[src/rtl/alu_pkg.sv]
// Shared definitions for the execute-stage ALU and the ALU control decoder.
// Holds the 3-bit ALU control codes, the default datapath width and the
// IDLE/BUSY state encoding used by ex_alu_unit.
package alu_pkg;

    localparam int unsigned XLEN_DEF = 32;
    localparam int unsigned RD_W     = 5;

    localparam logic [2:0] ALU_ADD = 3'b000;
    localparam logic [2:0] ALU_SUB = 3'b001;
    localparam logic [2:0] ALU_MUL = 3'b010;
    localparam logic [2:0] ALU_XOR = 3'b011;
    localparam logic [2:0] ALU_SLL = 3'b100;
    localparam logic [2:0] ALU_SRA = 3'b101;
    localparam logic [2:0] ALU_AND = 3'b110;
    localparam logic [2:0] ALU_ILL = 3'b111;

    typedef enum logic {
        ST_IDLE = 1'b0,
        ST_BUSY = 1'b1
    } alu_state_e;

endpackage

[src/rtl/alu_mul_iter.sv]
// Iterative shift-add multiplier retiring MUL_STEP multiplier bits per cycle.
// The first step is taken in the start cycle straight from the operand inputs,
// so an N-step multiply reports done in its N-th active cycle.
// Optional feature macro: MUL_EARLY_TERM_EN -- finish as soon as no set
// multiplier bits remain after the current step.
// Ports:
//   clk_i, rst_i  clock, async active-low reset
//   i_start       operands on i_a/i_b are accepted this cycle
//   i_busy        a multiply is in flight (continue stepping)
//   i_flush       abandon the current multiply
//   i_a, i_b      multiplicand, multiplier
//   o_done_c      final step happens this cycle, o_prod_c is the result
//   o_early_c     done this cycle ahead of the full step count
//   o_prod_c      accumulator including this cycle's partial product
module alu_mul_iter
    import alu_pkg::*;
#(
    parameter int unsigned XLEN     = XLEN_DEF,
    parameter int unsigned MUL_STEP = 1
) (
    input  logic            clk_i,
    input  logic            rst_i,
    input  logic            i_start,
    input  logic            i_busy,
    input  logic            i_flush,
    input  logic [XLEN-1:0] i_a,
    input  logic [XLEN-1:0] i_b,
    output logic            o_done_c,
    output logic            o_early_c,
    output logic [XLEN-1:0] o_prod_c
);

    localparam int unsigned N     = XLEN / MUL_STEP;
    localparam int unsigned CNT_W = $clog2(N) + 1;

    logic [XLEN-1:0]  r_mcand;
    logic [XLEN-1:0]  r_mplier;
    logic [XLEN-1:0]  r_acc;
    logic [CNT_W-1:0] r_cnt;

    logic [XLEN-1:0]  w_mcand;
    logic [XLEN-1:0]  w_mplier;
    logic [XLEN-1:0]  w_acc;
    logic [XLEN-1:0]  w_part;
    logic [XLEN-1:0]  w_rest;
    logic [CNT_W-1:0] w_cnt;
    logic             w_active;
    logic             w_last;

    // Current step operands: fresh inputs on start, otherwise the shifted registers.
    always_comb begin
        w_mcand  = i_start ? i_a : r_mcand;
        w_mplier = i_start ? i_b : r_mplier;
        w_acc    = i_start ? '0  : r_acc;
        w_cnt    = i_start ? '0  : r_cnt;
        w_part   = '0;
        for (int unsigned j = 0; j < MUL_STEP; j++) begin
            if (|(w_mplier & (XLEN'(1) << j))) begin
                w_part = w_part + (w_mcand << j);
            end
        end
        w_rest   = w_mplier >> MUL_STEP;
        w_active = (i_start || i_busy) && !i_flush;
        w_last   = (w_cnt == CNT_W'(N - 1));
        o_prod_c = w_acc + w_part;
`ifdef MUL_EARLY_TERM_EN
        o_early_c = w_active && (w_rest == '0) && !w_last;
`else
        o_early_c = 1'b0;
`endif
        o_done_c = w_active && (w_last || o_early_c);
    end

    // Step registers; a flushed multiply simply stops, start reloads everything.
    always_ff @(posedge clk_i or negedge rst_i) begin
        if (!rst_i) begin
            r_mcand  <= '0;
            r_mplier <= '0;
            r_acc    <= '0;
            r_cnt    <= '0;
        end else if (w_active) begin
            r_mcand  <= w_mcand << MUL_STEP;
            r_mplier <= w_rest;
            r_acc    <= o_prod_c;
            r_cnt    <= w_cnt + CNT_W'(1);
        end
    end

endmodule

[src/rtl/ex_alu_unit.sv]
// Execute-stage ALU: single-cycle add/sub/xor/sll/sra/and into registered
// outputs, multi-cycle MUL through alu_mul_iter with upstream stall.
// Optional feature macro: MUL_EARLY_TERM_EN (handled inside alu_mul_iter).
// Ports:
//   clk_i, rst_i      clock, async active-low reset
//   flush_i           squash the op being accepted and any in-flight MUL
//   valid_i           op present on ALUCtrl_i/data1_i/data2_i/rd_i
//   ALUCtrl_i         3-bit ALU control code (alu_pkg::ALU_*)
//   data1_i, data2_i  operands A and B
//   rd_i              destination tag
//   valid_o           one-cycle result pulse
//   result_o, rd_o    registered result and destination tag
//   zero_o            registered (result == 0)
//   stall_o           combinational hold request to the ID/EX register
module ex_alu_unit
    import alu_pkg::*;
#(
    parameter int unsigned XLEN     = XLEN_DEF,
    parameter int unsigned MUL_STEP = 1
) (
    input  logic            clk_i,
    input  logic            rst_i,
    input  logic            flush_i,
    input  logic            valid_i,
    input  logic [2:0]      ALUCtrl_i,
    input  logic [XLEN-1:0] data1_i,
    input  logic [XLEN-1:0] data2_i,
    input  logic [RD_W-1:0] rd_i,
    output logic            valid_o,
    output logic [XLEN-1:0] result_o,
    output logic [RD_W-1:0] rd_o,
    output logic            zero_o,
    output logic            stall_o
);

    localparam int unsigned SH_W = $clog2(XLEN);

    alu_state_e      r_state;
    alu_state_e      w_state_nxt;
    logic            r_valid;
    logic [XLEN-1:0] r_result;
    logic [RD_W-1:0] r_rd;
    logic            r_zero;
    logic [RD_W-1:0] r_mul_rd;

    logic [SH_W-1:0] w_shamt;
    logic [XLEN-1:0] w_alu_res;
    logic            w_load;
    logic [XLEN-1:0] w_load_val;
    logic [RD_W-1:0] w_load_rd;
    logic            w_mul_start;
    logic            w_mul_busy;
    logic            w_mul_done;
    logic            w_mul_early;
    logic [XLEN-1:0] w_mul_prod;

    assign w_shamt     = data2_i[SH_W-1:0];
    assign w_mul_start = (r_state == ST_IDLE) && valid_i && !flush_i && (ALUCtrl_i == ALU_MUL);
    assign w_mul_busy  = (r_state == ST_BUSY);

    alu_mul_iter #(
        .XLEN     (XLEN),
        .MUL_STEP (MUL_STEP)
    ) u_mul (
        .clk_i     (clk_i),
        .rst_i     (rst_i),
        .i_start   (w_mul_start),
        .i_busy    (w_mul_busy),
        .i_flush   (flush_i),
        .i_a       (data1_i),
        .i_b       (data2_i),
        .o_done_c  (w_mul_done),
        .o_early_c (w_mul_early),
        .o_prod_c  (w_mul_prod)
    );

    // Single-cycle datapath; MUL and the illegal code both yield zero here.
    always_comb begin
        w_alu_res = '0;
        case (ALUCtrl_i)
            ALU_ADD: w_alu_res = data1_i + data2_i;
            ALU_SUB: w_alu_res = data1_i - data2_i;
            ALU_XOR: w_alu_res = data1_i ^ data2_i;
            ALU_SLL: w_alu_res = data1_i << w_shamt;
            ALU_SRA: w_alu_res = XLEN'($signed(data1_i) >>> w_shamt);
            ALU_AND: w_alu_res = data1_i & data2_i;
            default: w_alu_res = '0;
        endcase
    end

    // Next state, stall and output-register load selection.
    always_comb begin
        w_state_nxt = r_state;
        stall_o     = 1'b0;
        w_load      = 1'b0;
        w_load_val  = w_alu_res;
        w_load_rd   = rd_i;
        case (r_state)
            ST_IDLE: begin
                if (valid_i && !flush_i) begin
                    if (ALUCtrl_i == ALU_MUL) begin
                        stall_o = 1'b1;
                        if (w_mul_done) begin
                            w_load     = 1'b1;
                            w_load_val = w_mul_prod;
                        end else begin
                            w_state_nxt = ST_BUSY;
                        end
                    end else begin
                        w_load = 1'b1;
                    end
                end
            end
            ST_BUSY: begin
                if (flush_i) begin
                    w_state_nxt = ST_IDLE;
                end else begin
                    // An early finish releases upstream in the completing cycle.
                    stall_o = !w_mul_early;
                    if (w_mul_done) begin
                        w_load      = 1'b1;
                        w_load_val  = w_mul_prod;
                        w_load_rd   = r_mul_rd;
                        w_state_nxt = ST_IDLE;
                    end
                end
            end
            default: w_state_nxt = ST_IDLE;
        endcase
    end

    // State register.
    always_ff @(posedge clk_i or negedge rst_i) begin
        if (!rst_i) begin
            r_state <= ST_IDLE;
        end else begin
            r_state <= w_state_nxt;
        end
    end

    // Output registers hold their value between results.
    always_ff @(posedge clk_i or negedge rst_i) begin
        if (!rst_i) begin
            r_valid  <= 1'b0;
            r_result <= '0;
            r_rd     <= '0;
            r_zero   <= 1'b0;
            r_mul_rd <= '0;
        end else begin
            r_valid <= w_load;
            if (w_load) begin
                r_result <= w_load_val;
                r_rd     <= w_load_rd;
                r_zero   <= (w_load_val == '0);
            end
            if (w_mul_start) begin
                r_mul_rd <= rd_i;
            end
        end
    end

    assign valid_o  = r_valid;
    assign result_o = r_result;
    assign rd_o     = r_rd;
    assign zero_o   = r_zero;

endmodule

[config.mk]
export PLATFORM = sky130hd
export DESIGN_NAME = ex_alu_unit
export DESIGN_NICKNAME = d
export VERILOG_FILES = /design/src/rtl/alu_pkg.sv /design/src/rtl/alu_mul_iter.sv /design/src/rtl/ex_alu_unit.sv
export SDC_FILE = /design/constraint.sdc
export NUM_CORES = 1
export LEC_CHECK = 0
export ABC_AREA = 1
export BUFFER_PORTS_ARGS = -buffer_cell sky130_fd_sc_hd__buf_2
export CORE_MARGIN = 2
export CORE_UTILIZATION = 39
export DETAILED_ROUTE_END_ITERATION = 7
export PLACE_DENSITY = 0.61
export SLEW_MARGIN = 20
export SYNTH_ARGS = -nofsm -noshare
export SYNTH_HDL_FRONTEND = slang
export SYNTH_HIERARCHICAL = 1
export SYNTH_SLANG_ARGS = --single-unit
[constraint.sdc]
create_clock -name clk_i -period 4.91 [get_ports clk_i]
set_clock_uncertainty 0.05 [all_clocks]
set_input_delay 0.982 -clock clk_i [delete_from_list [all_inputs] [get_ports clk_i]]
set_output_delay 0.982 -clock clk_i [all_outputs]
set_load 0.01 [all_outputs]
Word-level counts from Yosys, hierarchy flattened
Index checks and enable logic that the tools add are counted.
{ "totals": {"regBits": 145, "output_inout_bits": 40, "word_cells": 64} }
{ "classes": {"reduce_logical": 10, "add_sub_neg": 4, "shifts": 2, "eq_ne": 7, "n_mux": 28, "bitwise_logic": 3} }
{ "op_table": {"columns": ["operator", "count"], "rows": [
  ["2-to-1 mux 32 bit", 8],
  ["one-hot mux 32 bit (6 select lines)", 1],
  ["adder 32 bit", 2],
  ["one-hot mux 32 bit (2 select lines)", 1],
  ["AND 32 bit", 1],
  ["zero test 32 bit", 1],
  ["left shift 32 x 5 -> 32 bit", 1],
  [">>> shifter 32 x 5 -> 32 bit", 1],
  ["subtractor 32 bit", 1],
  ["bitwise XOR 32 bit", 1],
  ["2-to-1 mux 5 bit", 3],
  ["2-to-1 mux 1 bit", 11],
  ["== test 3 bit, second input constant", 3],
  ["adder 6 x 1 -> 6 bit, second input constant", 1],
  ["== test 3 x 2 -> 1 bit, second input constant", 2],
  ["== test 6 x 5 -> 1 bit, second input constant", 1],
  ["logical AND 1 bit", 6],
  ["2-to-1 mux 6 bit", 1],
  ["one-hot mux 1 bit (2 select lines)", 3],
  ["== test 3 x 1 -> 1 bit, second input constant", 1],
  ["zero test 3 bit", 1],
  ["zero test 1 bit", 1],
  ["logical OR 1 bit", 1],
  ["inverter 1 bit", 1]
]} }

Depth between registers and ports, before layout
Gate-level depths: netlist of run 1.
{ "depth": {"ltp_word": 12, "ltp_mapped": 37, "mapped_depth_nobuf": 34} }

Cells and area by module
The synthesis of run 1 kept the hierarchy.
{ "by_module_without_submodules": {"columns": ["module", "area_each_um2", "cells_per_inst", "instances", "seq_area_each_um2"], "rows": [
  ["ex_alu_unit", 10064.7, 1927, 1, 1126.1],
  ["alu_mul_iter", 7287.0, 1090, 1, 2502.4]
]} }

Worst setup path before layout of run 1
Ideal clock, no wire load.
{ "synth_path": {"path_type": "input to register", "startpoint": "in data2_i[1]", "endpoint": "reg r_zero (netlist: zero_o)", "setup_time_ns": 0.066, "setup_slack_ns": 0.382, "t_arrival_ns": 4.412, "path_stages": 33, "cell_sequence": "buf_6 -> inv_2 -> buf_6 -> buf_2 -> ha_1 -> inv_1 -> nor3_2 -> inv_2 -> nor3_2 -> nand2_1 -> nor3b_2 -> nand2_2 -> nor3_4 -> a41oi_2 -> a21oi_1 -> xor2_1 -> ha_1 -> nand2_1 -> nor2_1 -> inv_1 -> nor3_1 -> nand2_1 -> nand2_1 -> nand2_1 -> nand3_1 -> nand3_1 -> nand2_1 -> nand2_1 -> nor2_1 -> nand2_1 -> nor2_1 -> nand4_1 -> nand2_1"} }
{ "synth_between": {"elab_chain_len": 7, "elab_cells_between_ends": 13, "classes_between": "add/sub (2); shift (2); mux (6); bitwise (2); reduce/logical (1)"} }
{ "synth_rtl": {"columns": ["item", "line", "rtl"], "rows": [
  ["start: declaration", "ex_alu_unit.sv:27", "input logic [XLEN-1:0] data2_i,"],
  ["subtractor 32 bit (tied with other cells)", "ex_alu_unit.sv:82", "ALU_SUB: w_alu_res = data1_i - data2_i;"],
  ["one-hot mux 32 bit (6 select lines) *", "ex_alu_unit.sv:80", "case (ALUCtrl_i)"],
  ["2-to-1 mux 32 bit", "ex_alu_unit.sv:103, ex_alu_unit.sv:120", null],
  ["2-to-1 mux 32 bit", "ex_alu_unit.sv:101", "if (ALUCtrl_i == ALU_MUL) begin"],
  ["2-to-1 mux 32 bit", "ex_alu_unit.sv:100", "if (valid_i && !flush_i) begin"],
  ["one-hot mux 32 bit (2 select lines) *", "ex_alu_unit.sv:98", "case (r_state)"],
  ["zero test 32 bit *", "ex_alu_unit.sv:154", "r_zero <= (w_load_val == '0);"],
  ["end signal: assignment", "ex_alu_unit.sv:154", null],
  ["end: declaration", "ex_alu_unit.sv:43", "logic r_zero;"]
]} }
Mark *: on every way between the ends. The rest lies on a longest branch, timed or not.
A chain may end at the register's enable or synchronous reset.

Worst setup path in the final report of run 1
{ "layout_path": {"startpoint": "in ALUCtrl_i[0]", "endpoint": "reg r_zero (netlist: zero_o)"} }
{ "layout_between": {"elab_chain_len": 10, "elab_cells_between_ends": 30, "classes_between": "add/sub (1); eq/ne (7); mux (16); reduce/logical (6)"} }
{ "layout_rtl": {"columns": ["item", "line", "rtl"], "rows": [
  ["start: declaration", "ex_alu_unit.sv:25", "input logic [2:0] ALUCtrl_i,"],
  ["== test 3 x 2 -> 1 bit *", "ex_alu_unit.sv:58", "assign w_mul_start = (r_state == ST_IDLE) && valid_i && !flush_i && (ALUCtrl_i == ALU_MUL);"],
  ["logical AND 1 bit *", "ex_alu_unit.sv:58", null],
  ["via w_mul_start", "ex_alu_unit.sv:51", "logic w_mul_start;"],
  ["2-to-1 mux 32 bit (on tied branches)", "alu_mul_iter.sv:52, alu_mul_iter.sv:53", null],
  ["2-to-1 mux 32 bit", "alu_mul_iter.sv:58", "if (|(w_mplier & (XLEN'(1) << j))) begin"],
  ["adder 32 bit *", "alu_mul_iter.sv:65", "o_prod_c = w_acc + w_part;"],
  ["via w_mul_prod[11]", "ex_alu_unit.sv:55", "logic [XLEN-1:0] w_mul_prod;"],
  ["2-to-1 mux 32 bit *", "ex_alu_unit.sv:103, ex_alu_unit.sv:120", null],
  ["2-to-1 mux 32 bit", "ex_alu_unit.sv:101", null],
  ["2-to-1 mux 32 bit", "ex_alu_unit.sv:100", null],
  ["one-hot mux 32 bit (2 select lines) *", "ex_alu_unit.sv:98", null],
  ["zero test 32 bit *", "ex_alu_unit.sv:154", null]
]} }
The timed path passes the listed nets; every way through them passes the cells marked *.

==> reports/qor.txt, run 1 <==
status = complete, no violations
vias per inst = 5.38
register area share after synthesis = 20.9%
Final WS setup = 0.182 ns
Max-cap violations = 0
FILL cells = 4803
Clock Root Buffer = clkbuf_16
I/O pin count = 116
Final Setup Violations = 0
wl on met1 = 36000 µm
dpl hpwl = 63700 µm
Crit path max-delay family = simple AND/OR/NAND/NOR gates
PwrDens = 286 mW/mm²
Pleak = 11.6 nW
multiplexer share of the synthesized area = 1.73%
full die area = 0.0462 mm²
Synthesized Nets = 3192
# hold bufs at CTS = 0
Req. time, crit path = 5.28 ns
Slew @ Worst Pin = 0.934 ns
Die X = 215 µm
CTS Buffer Depth = 2
Reg2Reg Setup Slack = 0.75 ns
std cell rows = 77
main combinational cell family by area after synthesis = simple AND/OR/NAND/NOR gates
met2 wire len = 34800 µm
Pwr Total = 5.93 mW
GR Overflow Total = 0
clk_lat worst skew = 0.48 ns
largest net degree at the start of global routing = 92
Sink Count = 145
VDD IR-drop max = 0.342 mV
P_sw = 2.52 mW
Port-buffer cells = 115
FMAX = 0.211 GHz
Setup WS pre-CTS = -0.322 ns
slowest CP cell = xor2_1
Fin Setup TNS = 0 ns
r2r worst-path depth = 26
xor and xnor area share after synthesis = 2.75%
drt wl/cell = 20.7 µm
Pre-Repair DR Iteration Count = 8
Post-Synth Simple-Gate Area = 44.7%
total number of vias = 20900
Worst Setup End Kind = flip-flop
Post-synth EDFFs = 0
global placer's final weighted congestion = 1.02
Layout Utilization = 47.0%
sw frac = 42.5%
wire length on met3 = 6210 µm
starting density of the core = 39.4%
Iteration-0 DRC Markers = 2371
CP max stage delay = 0.30 ns
Mean Syn Cell Area = 5.75 µm²
clock slew at reported path FFs = 0.07 ns
H-tree depth = 4
hold path depth = 2
antenna cells = 0
fin nets = 3452
Crit Path Class = in -> reg
Seq pwr share = 27.1%
Hold Path Class = reg -> reg
Hold Violations, Final = 0
Critical Path AT = 5.10 ns
commonest non-fill, non-tap cell in the layout = nand2_1
commonest non-fill, non-tap cells in the layout = 1079 x nand2_1, 434 x nand3_1, 403 x inv_1
vias in the first global route = 19600
Area growth, synth to finish = 19.3%
uppermost layer routed = met4
Min-Delay Startpoint = r_mul_rd[2]$_DFFE_PN0P_
share of cells above drive strength 1 = 13.8%
hold slack = 0.428 ns
Slew Limit Fails = 0
Clock power frac = 24.9%
Synth Area in Compound Gates = 10.3%
crit-path most repeated cell = nand2_1
Final Cycle Share = 96.3%
synthesized flop and latch total = 145
reg-to-reg startpoint = r_state$_DFF_PN0_
CORE AREA = 0.0440 mm²
CP Max Fanout = 27
CTS buffer count = 17
yosys warns = 6
drt drc = 0
CP Buf/Inv Count = 9
Unique masters post-synth = 52
initial antenna violation count = 2
Post-Syn Instances = 3017
adder-cell share of the synthesized area = 7.23%
Logic pwr share = 48.0%
Worst slew margin = 37.7%
DRT antenna net count = 0
die height = 215 µm
minimum clock period = 4.73 ns
CTS tree = done
Total GRT Usage = 35.0%
Post-synth ARST share = 100%
Internal = 3.41 mW
Hold Path Sink = r_mul_rd[2]$_DFFE_PN0P_
first-pass GRT wire length = 122000 µm
Synth Cell Area = 0.0174 mm²
Setup crit start kind = primary input
main flop type after synthesis = dfrtp_1
Critical R2R Capture = zero_o$_DFFE_PN0P_
routed wire length = 80500 µm
metrics by stage:
step | area (µm²) | cells
floorplan | 17400 | 3017
global placement | 20000 | 3849
detailed placement | 20000 | 3849
CTS | 20700 | 3881
global route | 20700 | 3882
finish | 20700 | 3882
worst max path at each step:
stage | start | to | slack (ns) | depth (start not counted)
floorplan | data2_i[1] | zero_o$_DFFE_PN0P_ | 0.38 | 33
global placement | ALUCtrl_i[0] | zero_o$_DFFE_PN0P_ | -0.30 | 28
detailed placement | ALUCtrl_i[0] | zero_o$_DFFE_PN0P_ | -0.32 | 30
CTS | ALUCtrl_i[0] | zero_o$_DFFE_PN0P_ | 0.17 | 30
global route | data2_i[1] | zero_o$_DFFE_PN0P_ | -0.08 | 34
finish | ALUCtrl_i[0] | zero_o$_DFFE_PN0P_ | 0.18 | 30
metal layers:
layer  up-vias  GRT usage, %
li1      10100             -
met1      9756          46.9
met2       816          54.7
met3       152          6.57
met4         0          15.3
met5         -             0
worst reg2reg max path, stage by stage (launching register included):
cell and delay [ns]:
dfrtp_1 0.52, nor2_4 0.09, inv_2 0.14, nor2_2 0.06
a21oi_2 0.23, inv_1 0.12, buf_12 0.18, nor2_1 0.13
ha_1 0.28, buf_4 0.16, nand2_1 0.05, nand2_1 0.08
nand2_1 0.07, nand2_1 0.12, inv_1 0.09, nand3_1 0.28
xor2_1 0.30, nand2_1 0.11, nand3_1 0.07, nand2_1 0.16
nand2_1 0.07, nor2_1 0.21, nand2_1 0.08, nor2_1 0.15
buf_4 0.15, nand4_1 0.08, nand2_1 0.06
cell type report:
class	instances	area (µm²)	area share, %
Tap cell	592	741	3.58
Inverter	415	1560	7.52
Clock buffer	19	443	2.14
Multi-Input combinational cell	2334	11600	56.2
Timing Repair Buffer	364	2500	12.1
Clock inverter	13	198	0.955
Sequential cell	145	3630	17.5
state kept, by name, indices dropped and copies added, names as in the netlist:
signal          cells
zero_o              1
u_mul/r_acc        32
rd_o                5
u_mul/r_mcand      31
result_o           32
u_mul/r_cnt         6
u_mul/r_mplier     31
r_mul_rd            5
valid_o             1
r_state             1
synth_stat cells, drive strengths merged, types with 18 or more instances:
library cell	instances	area [µm²]
nor3	23	151
inv	413	1550
mux2i	30	300
nand2	1089	4110
a22o	18	158
xor2	41	389
buf	63	373
o211ai	35	263
nand3	436	2190
a21oi	67	350
nor2	233	882
dfrtp	145	3630
clkbuf	60	225
and2	21	133
o21ai	161	817
ha	97	1210
timing repair:
action,CTS,global route
endpoints found under the hold margin,0,0
gates resized for setup,0,14
setup buffers,0,1
setup endpoints to repair,0,1
logic make-up (layout without fill, tap and decap cells):
kind of cell               Yosys count  count (layout)
xor gates and xnor gates            51              51
buffers and inverters              538             811
adders and majority gates           99              99
AOI/OAI and AO/OA                  308             308
DFF                                145             145
other                                1               1
muxes                               30              30
and+or+nand+nor                   1845            1845
power groups by stage:
stage | sequential [mW] | clock, mW | combinational, mW
after floorplan | 1.62 | 0 | 1.57
after global placement | 1.61 | 0 | 2.75
after detailed placement | 1.62 | 0 | 2.77
after CTS | 1.61 | 1.51 | 2.79
after global routing | 1.63 | 1.55 | 3.15
final | 1.61 | 1.48 | 2.84
Power figures use the tool's default switching activity.
==> run 2, diff against run 1 <==
Settings changed: PLACE_DENSITY 0.61 to unset, PLACE_DENSITY_LB_ADDON set to 0.12.
==> reports/qor.txt, run 2 (synthesized netlist as in run 1, its figures left out) <==
clock slew at reported path FFs = 0.08 ns
post-route cell area = 0.0213 mm²
Iteration-0 DRC Markers = 2023
I/O pin count = 116
Placement Cell Area = 0.0206 mm²
Slew Limit Fails = 0
Total GRT Usage = 34.9%
GR Overflow Total = 0
global placer's final weighted congestion = 0.977
Final Cycle Share = 95.7%
Pleak = 12.0 nW
wire length on met3 = 5320 µm
Slew @ Worst Pin = 0.800 ns
Pwr Total = 6.09 mW
Final WS setup = 0.213 ns
Worst Setup End Kind = flip-flop
CP max stage delay = 0.36 ns
std cell rows = 77
Port-buffer cells = 115
full die area = 0.0462 mm²
fin nets = 3524
share of cells above drive strength 1 = 15.4%
Pre-Repair DR Iteration Count = 6
crit-path most repeated cell = nand2_1
Setup WS pre-CTS = -0.381 ns
DRT antenna net count = 0
first-pass GRT wire length = 122000 µm
Reg2Reg Setup Slack = 0.79 ns
Sink Count = 145
dpl hpwl = 63800 µm
status = complete, no violations
routed wire length = 79900 µm
H-tree depth = 4
vias per inst = 5.29
CP Max Fanout = 11
PwrDens = 286 mW/mm²
reg-to-reg startpoint = r_state$_DFF_PN0_
clk_lat worst skew = 0.50 ns
vias in the first global route = 19800
Worst slew margin = 46.7%
r2r worst-path depth = 23
uppermost layer routed = met4
Die X = 215 µm
CTS Buffer Depth = 2
Final Setup Violations = 0
Hold Path Class = reg -> reg
CORE AREA = 0.0440 mm²
largest net degree at the start of global routing = 77
minimum clock period = 4.70 ns
drt drc = 0
starting density of the core = 39.4%
VDD IR-drop max = 0.321 mV
total number of vias = 20900
Max-cap violations = 0
hold path depth = 2
commonest non-fill, non-tap cell in the layout = nand2_1
FMAX = 0.213 GHz
Req. time, crit path = 5.31 ns
Critical R2R Capture = zero_o$_DFFE_PN0P_
Hold Path Sink = u_mul/r_acc[31]$_DFFE_PN0P_
Hold Violations, Final = 0
Min-Delay Startpoint = u_mul/r_acc[31]$_DFFE_PN0P_
die height = 215 µm
CTS buffer count = 17
Clock Root Buffer = clkbuf_16
Area growth, synth to finish = 22.5%
wl on met1 = 37500 µm
antenna cells = 0
initial antenna violation count = 0
commonest non-fill, non-tap cells in the layout = 1080 x nand2_1, 434 x nand3_1, 404 x inv_1
Crit Path Class = in -> reg
Critical Path AT = 5.09 ns
slowest CP cell = mux2i_1
CTS tree = done
Setup crit start kind = primary input
met2 wire len = 33700 µm
drt wl/cell = 20.2 µm
## run 2: cell count changes in the layout (fill, tap and decap cells not counted), sizes merged
cell,before,now
bufinv,4,5
buf,364,436
clkinv,4,7
clkinvlp,3,1
inv,417,414
## run 2: worst max-delay path: cells and delay by family
kind                       cells  cell delay (ns)
AOI/OAI and AO/OA              1             0.21
xor gates and xnor gates       1             0.20
adders and majority gates      1             0.36
buffers and inverters          9             1.10
muxes                          1             0.36
and+or+nand+nor               16             1.86
## run 2: worst max-delay path by stage
stage | startpoint | to | slack (ns) | depth (start not counted)
after global routing | data2_i[0] | zero_o$_DFFE_PN0P_ | -0.003 | 34
final | ALUCtrl_i[0] | zero_o$_DFFE_PN0P_ | 0.21 | 29
after global placement | ALUCtrl_i[0] | zero_o$_DFFE_PN0P_ | -0.38 | 29
after detailed placement | ALUCtrl_i[0] | zero_o$_DFFE_PN0P_ | -0.38 | 29
after CTS | ALUCtrl_i[0] | zero_o$_DFFE_PN0P_ | 0.13 | 29
after floorplan | data2_i[1] | zero_o$_DFFE_PN0P_ | 0.38 | 33
## run 2: layer usage
layer / track usage [%] / vias to the layer above
met3: 5.01 / 149
met4: 14.9 / 0
met2: 53.0 / 768
met5: 0 / -
li1: - / 10300
met1: 49.3 / 9697
## run 2: cell type report
type	instances	area, µm²
flip-flops and latches	145	3630
fillers	4830	22800
repair buffers	436	3050
multi-input cells	2334	11600
clock buffers	19	443
inverters	415	1560
well taps	592	741
clock inverters	12	206
## run 2: stage by stage
stage                     setup TNS [ns]  hold WS (ns)  util [%]  instances
final                                  0         0.432      48.3       3953
after global routing            -0.00289         0.452      48.3       3953
after CTS                              0         0.433      48.2       3952
after detailed placement          -0.628         0.415      46.7       3921
after global placement            -0.533         0.413      46.7       3921
after floorplan                        0         0.398         -       3017
## run 2: power by group
group | switching, mW | internal (mW) | total [mW]
sequential | 0.126 | 1.48 | 1.61
combinational | 1.80 | 1.13 | 2.93
clock | 0.641 | 0.915 | 1.56
## run 2: repair_timing
| action | CTS | global route |
|---|---|---|
| buffers inserted | 0 | 1 |
| resized for setup | 0 | 13 |
| hold buffers | 0 | 0 |
| setup endpoints to repair | 0 | 1 |
